<file path="config.mk">
export PLATFORM = sky130hd
export DESIGN_NAME = qspi_req_arbiter
export DESIGN_NICKNAME = d
export VERILOG_FILES = /design/src/rtl/qspi_req_arbiter.sv
export SDC_FILE = /design/constraint.sdc
export NUM_CORES = 1
export LEC_CHECK = 0
export CORE_UTILIZATION = 46
export DETAILED_ROUTE_END_ITERATION = 16
export MAX_ROUTING_LAYER = met4
export PLACE_DENSITY = 0.8
export SLEW_MARGIN = 20
export SYNTH_ARGS = -nofsm -noshare
export SYNTH_HDL_FRONTEND = slang
export SYNTH_SLANG_ARGS = --single-unit
</file>
<file path="constraint.sdc">
create_clock -name clock -period 2.6 [get_ports clock]
set_input_delay 0.52 -clock clock [delete_from_list [all_inputs] [get_ports clock]]
set_output_delay 0.52 -clock clock [all_outputs]
set_load 0.01 [all_outputs]
</file>
<file path="src/rtl/qspi_req_arbiter.sv">
// QSPI request arbiter: picks between XIP fetch and command requesters,
// latches the winner's address/attributes, starts the flash FSM, holds the
// attributes until the FSM finishes, then acks the owner. Commands are
// protected from starvation, and a watchdog aborts hung transfers.
module qspi_req_arbiter #(
  parameter int ADDR_W     = 24,
  parameter int STARVE_MAX = 4,
  parameter int TIMEOUT_W  = 16
) (
  input  logic              clock,
  input  logic              rst_n,
  input  logic              fch_req,
  input  logic [ADDR_W-1:0] fch_addr,
  output logic              fch_ack,
  input  logic              cmd_req,
  input  logic [ADDR_W-1:0] cmd_addr,
  input  logic [1:0]        cmd_type,
  output logic              cmd_ack,
  output logic              fsm_start,
  output logic [ADDR_W-1:0] fsm_addr,
  output logic              fsm_addr_valid,
  output logic              fsm_dummy_valid,
  output logic              fsm_rd_valid,
  output logic              fsm_wr_valid,
  output logic              fsm_erase_valid,
  input  logic              fsm_next_req,
  input  logic              fsm_state_free,
  output logic              grant_cmd,
  output logic              timeout_err,
  input  logic              err_clr
);

  typedef enum logic [1:0] {
    ST_IDLE    = 2'd0,
    ST_LAUNCH  = 2'd1,
    ST_BUSY    = 2'd2,
    ST_RELEASE = 2'd3
  } state_t;

  // Attribute vector ordering: {addr, dummy, rd, wr, erase}
  localparam logic [4:0] ATTR_FETCH = 5'b11100;
  localparam logic [3:0] STARVE_LIM = 4'(STARVE_MAX);
  // Value the watchdog holds during the (2^TIMEOUT_W-1)th BUSY cycle
  localparam logic [TIMEOUT_W-1:0] WD_LAST = ~(TIMEOUT_W'(1));

  state_t              state_q, state_d;
  logic [3:0]          starve_q, starve_d;
  logic [TIMEOUT_W-1:0] wdog_q, wdog_d;
  logic [ADDR_W-1:0]   addr_q, addr_d;
  logic [4:0]          attr_q, attr_d;
  logic                gcmd_q, gcmd_d;
  logic                terr_q, terr_d;
  logic                cmd_wins;

  // Command wins when fetch is absent or fetch has had its quota of grants
  assign cmd_wins = cmd_req && (!fch_req || (starve_q == STARVE_LIM));

  // Next-state, latch and watchdog logic
  always_comb begin
    state_d  = state_q;
    starve_d = starve_q;
    wdog_d   = wdog_q;
    addr_d   = addr_q;
    attr_d   = attr_q;
    gcmd_d   = gcmd_q;
    // A watchdog set below overrides the clear
    terr_d   = terr_q & ~err_clr;

    case (state_q)
      ST_IDLE: begin
        if (fsm_state_free && (fch_req || cmd_req)) begin
          state_d = ST_LAUNCH;
          if (cmd_wins) begin
            addr_d   = cmd_addr;
            gcmd_d   = 1'b1;
            starve_d = 4'd0;
            case (cmd_type)
              2'b00:   attr_d = 5'b00100;
              2'b01:   attr_d = 5'b00010;
              2'b10:   attr_d = 5'b10010;
              default: attr_d = 5'b10001;
            endcase
          end else begin
            addr_d = fch_addr;
            gcmd_d = 1'b0;
            attr_d = ATTR_FETCH;
            if (!cmd_req)
              starve_d = 4'd0;
            else if (starve_q != STARVE_LIM)
              starve_d = starve_q + 4'd1;
          end
        end
      end
      ST_LAUNCH: state_d = ST_BUSY;
      ST_BUSY: begin
        wdog_d = wdog_q + 1'b1;
        if (fsm_next_req) begin
          state_d = ST_RELEASE;
          wdog_d  = '0;
        end else if (wdog_q == WD_LAST) begin
          state_d = ST_RELEASE;
          wdog_d  = '0;
          terr_d  = 1'b1;
        end
      end
      ST_RELEASE: begin
        state_d = ST_IDLE;
        addr_d  = '0;
        attr_d  = 5'b00000;
      end
      default: state_d = ST_IDLE;
    endcase
  end

  // State and latched-attribute registers
  always_ff @(posedge clock or negedge rst_n) begin
    if (!rst_n) begin
      state_q  <= ST_IDLE;
      starve_q <= 4'd0;
      wdog_q   <= '0;
      addr_q   <= '0;
      attr_q   <= 5'b00000;
      gcmd_q   <= 1'b0;
      terr_q   <= 1'b0;
    end else begin
      state_q  <= state_d;
      starve_q <= starve_d;
      wdog_q   <= wdog_d;
      addr_q   <= addr_d;
      attr_q   <= attr_d;
      gcmd_q   <= gcmd_d;
      terr_q   <= terr_d;
    end
  end

  assign fsm_start       = (state_q == ST_LAUNCH);
  assign fch_ack         = (state_q == ST_RELEASE) && !gcmd_q;
  assign cmd_ack         = (state_q == ST_RELEASE) && gcmd_q;
  assign fsm_addr        = addr_q;
  assign fsm_addr_valid  = attr_q[4];
  assign fsm_dummy_valid = attr_q[3];
  assign fsm_rd_valid    = attr_q[2];
  assign fsm_wr_valid    = attr_q[1];
  assign fsm_erase_valid = attr_q[0];
  assign grant_cmd       = gcmd_q;
  assign timeout_err     = terr_q;

endmodule
</file>
==> flow_summary_export.csv <==
group,metric,value,unit
status,outcome,"finished clean",
power_and_ir_drop,combPwrFrac,0.461,
place,dp_hpwl,5280,um
cts,cts_buffer_depth,2,
worst_setup_path,crit_fanout,10,
cts,cts_root_buffer,"clkbuf_8",
drt,vias,2494,
timing,maxSlewViolCount,0,
floorplan,io_pins,91,
worst_setup_path,path_class,"register to register",
drt,ant_nets,0,
layout,final_nets,425,
timing,hold_viol,0,
layout,layout-area-overhead-vs-synth,40.0,%
layout,fin_cells,429,
timing,setup_tns,0,ns
yosys,yosysTopAreaCell,"dfrtp_1",
hold_path,hp-class,"input pin to asynchronous set/reset pin",
drt,wl_met3,512,um
cts,clock_latency,0.32,ns
power_and_ir_drop,powerDensity,832,mW/mm^2
timing,worst_slack,0.379,ns
yosys,synthTopCellsByArea,"dfrtp_1 48%, a221o_1 8.3%, and2_1 5.4%",
floorplan,rows,27,
floorplan,die_w,79.8,um
worst_setup_path,cp_data_required_time,2.80,ns
worst_setup_path,cp_data_arrival_time,2.42,ns
timing,fin_crit_sh,0.854,
floorplan,dieArea,0.00636,sq mm
grt,grt_pass1_wl,11700,um
flow_run,timing.max_cap.violations,0,
grt,grt_overflow,0,
drt,drt-met1-wl,3050,um
power_and_ir_drop,ir_worst_vdd,0.496,mV
power_and_ir_drop,swShare,0.351,
cts,tritoncts,"yes",
cts,cts_inserted_buffers,5,
drt,dr.pass1.iters,4,
yosys,ys_seq_area_frac,0.477,
cts,htree_levels,2,
floorplan,coreArea,0.00568,sq mm
yosys,synth.avg_cell_area,10.7,sq um
cts,postCtsSetupBuffers,0,
grt,antenna_found_initial,0,
timing,setup_viol,0,
yosys,synth_fp_nets,330,
yosys,syn_inst,261,
grt,grt_usage,0.248,
timing,hold_ws,0.119,ns
cts,cts_hold_repair.buffers,0,
cts,cts_resized,0,
drt,drc_errors,0,
power_and_ir_drop,pwr-share-clk,0.154,
worst_setup_path,cp-end-kind,"register",
drt,wirelength,7060,um
drt,post_drt_via_cell_ratio,5.81,
yosys,ys_types,48,
timing,period_needed,2.22,ns
yosys,syn_area,0.00278,sq mm
floorplan,start_util,0.490,
yosys,synth-edff-count,0,
grt,grt_start_max_net_pins,27,
timing,rsz0062_at_grt,"no",
power_and_ir_drop,power,0.00324,W
worst_setup_path,r2r_cells,6,
cts,clk_pin_slew,0.11,ns
place,post-place-ws,0.316,ns
layout,antenna_cells,0,
yosys,synth_ff_type,"dfrtp_1",
power_and_ir_drop,p_sw,0.00114,W
layout,nFillCells,461,
grt,grt_pass1_vias,2515,
power_and_ir_drop,seqPwrFrac,0.385,
timing,slew_headroom,0.706,
worst_setup_path,crit_path_start_kind,"register",
place,placed_cells,421,
timing,finClkSkew,0.0104,ns
layout,drive_above_1_share,0.0700,
yosys,synth.top_cell.area_share,0.477,
place,io_buffers,90,
cts,cts_sinks,53,
timing,max_freq,0.450,GHz
power_and_ir_drop,power.leakage,1.72,nW
yosys,synthArstFlopShare,1.00,
yosys,yosysWarnings,0,
drt,highest_layer,"met4",
drt,first_iter_violations,156,
timing,worst_slew_pin_slew,0.441,ns
drt,met2WireLength,3390,um
yosys,synth_seq_cells,53,
power_and_ir_drop,p_int,0.00210,W
place,globalplace.congestion,0.916,
drt,wl_per_cell,16.4,um
floorplan,die_h,79.8,um
-- flip-flops by register name (all words and copies together) (netlist names) --
register / count
timeout_err: 1
state_q: 2
attr_q: 5
starve_q: 4
wdog_q: 16
fsm_addr: 24
grant_cmd: 1
-- logic make-up (layout without fill, tap and decap cells) --
| group | count (synthesis) | after routing | synth area share |
|---|---|---|---|
| simple gates | 97 | 97 | 0.199 |
| compound gates | 69 | 69 | 0.211 |
| buf+inv | 24 | 120 | 0.0373 |
| mux | 6 | 6 | 0.0220 |
| flops | 53 | 53 | 0.477 |
| fa+ha+maj | 12 | 12 | 0.0540 |
-- power by group through the flow --
stage | combinational (W) | clock [W] | sequential (W)
after global placement | 0.00147 | 0 | 0.00126
after CTS | 0.00151 | 0.000508 | 0.00125
after floorplan | 0.000675 | 0 | 0.00131
after detailed placement | 0.00151 | 0 | 0.00124
after global routing | 0.00164 | 0.000550 | 0.00128
final | 0.00150 | 0.000499 | 0.00125
-- area by class of cell --
type,count,area (sq um),area share
multi-input cells,184,1350,0.347
flip-flops and latches,53,1330,0.341
repair buffers,101,991,0.254
well taps,72,90.1,0.0231
clock buffers,5,68.8,0.0177
inverters,11,41.3,0.0106
clock inverters,3,25.0,0.00642
-- metal layers --
layer,GRT usage,vias up
li1,-,1177
met1,0.296,1226
met2,0.400,80
met3,0.0800,11
met4,0.0732,0
met5,-,-
-- path summary, 6_finish.rpt --
check	startpoint	endpoint	slack, ns
setup / recovery	wdog_q[0]	state_q[1]	0.38
hold / removal	rst_n	fsm_addr[7]	0.12
setup reg to reg	wdog_q[0]	state_q[1]	0.38
hold reg to reg	starve_q[3]	starve_q[3]	0.49
max in group asynchronous	rst_n	fsm_addr[15]	1.84
min in group clock	starve_q[3]	starve_q[3]	0.49
-- synth_stat cells (2+ instances only) --
master / instances
dfrtp_1: 53
and2_1: 24
a221o_1: 23
nand2_1: 15
ha_1: 12
nor2_1: 12
inv_1: 11
nand3_1: 8
nand4_1: 8
clkbuf_1: 7
o21ai_0: 7
o31ai_1: 7
a22o_1: 6
nor4_1: 6
buf_2: 5
mux2i_1: 5
nor3_1: 5
a21o_1: 4
a31oi_1: 3
and3_1: 3
nand2b_1: 3
o31a_1: 3
nand4b_1: 2
nor2b_1: 2
o22ai_1: 2
o2bb2ai_1: 2
or3_1: 2
-- metrics by stage --
stage,cell area (sq um),util
3_3_place_gp,3800,0.670
5_1_grt,3890,0.686
6_report,3890,0.686
4_1_cts,3890,0.686
3_5_place_dp,3800,0.670
2_1_floorplan,2780,-
-- worst max-delay path, cell delays in order, from the launching register on --
cell and delay (ns):
dfrtp_1 0.44, inv_1 0.11, ha_1 0.20, nand4_1 0.11
or4_1 0.66, a21oi_4 0.24, mux2_1 0.33
-- layout by cell type, fill, tap and decap left out, types with 3 or more instances in the layout --
master and n:
o31ai_1 7, clkbuf_8 5, o31a_1 3, nor4_1 6, nand2_1 15, a31oi_1 3, buf_4 10, nor3_1 5
clkdlybuf4s50_1 89, dfrtp_1 53, inv_1 11, nor2_1 12, a221o_1 23, nand3_1 8, ha_1 12, nand2b_1 3
a22o_1 6, and3_1 3, nand4_1 8, a21o_1 4, mux2i_1 5, o21ai_0 7, and2_1 24
(Power assumes the default switching activity.)
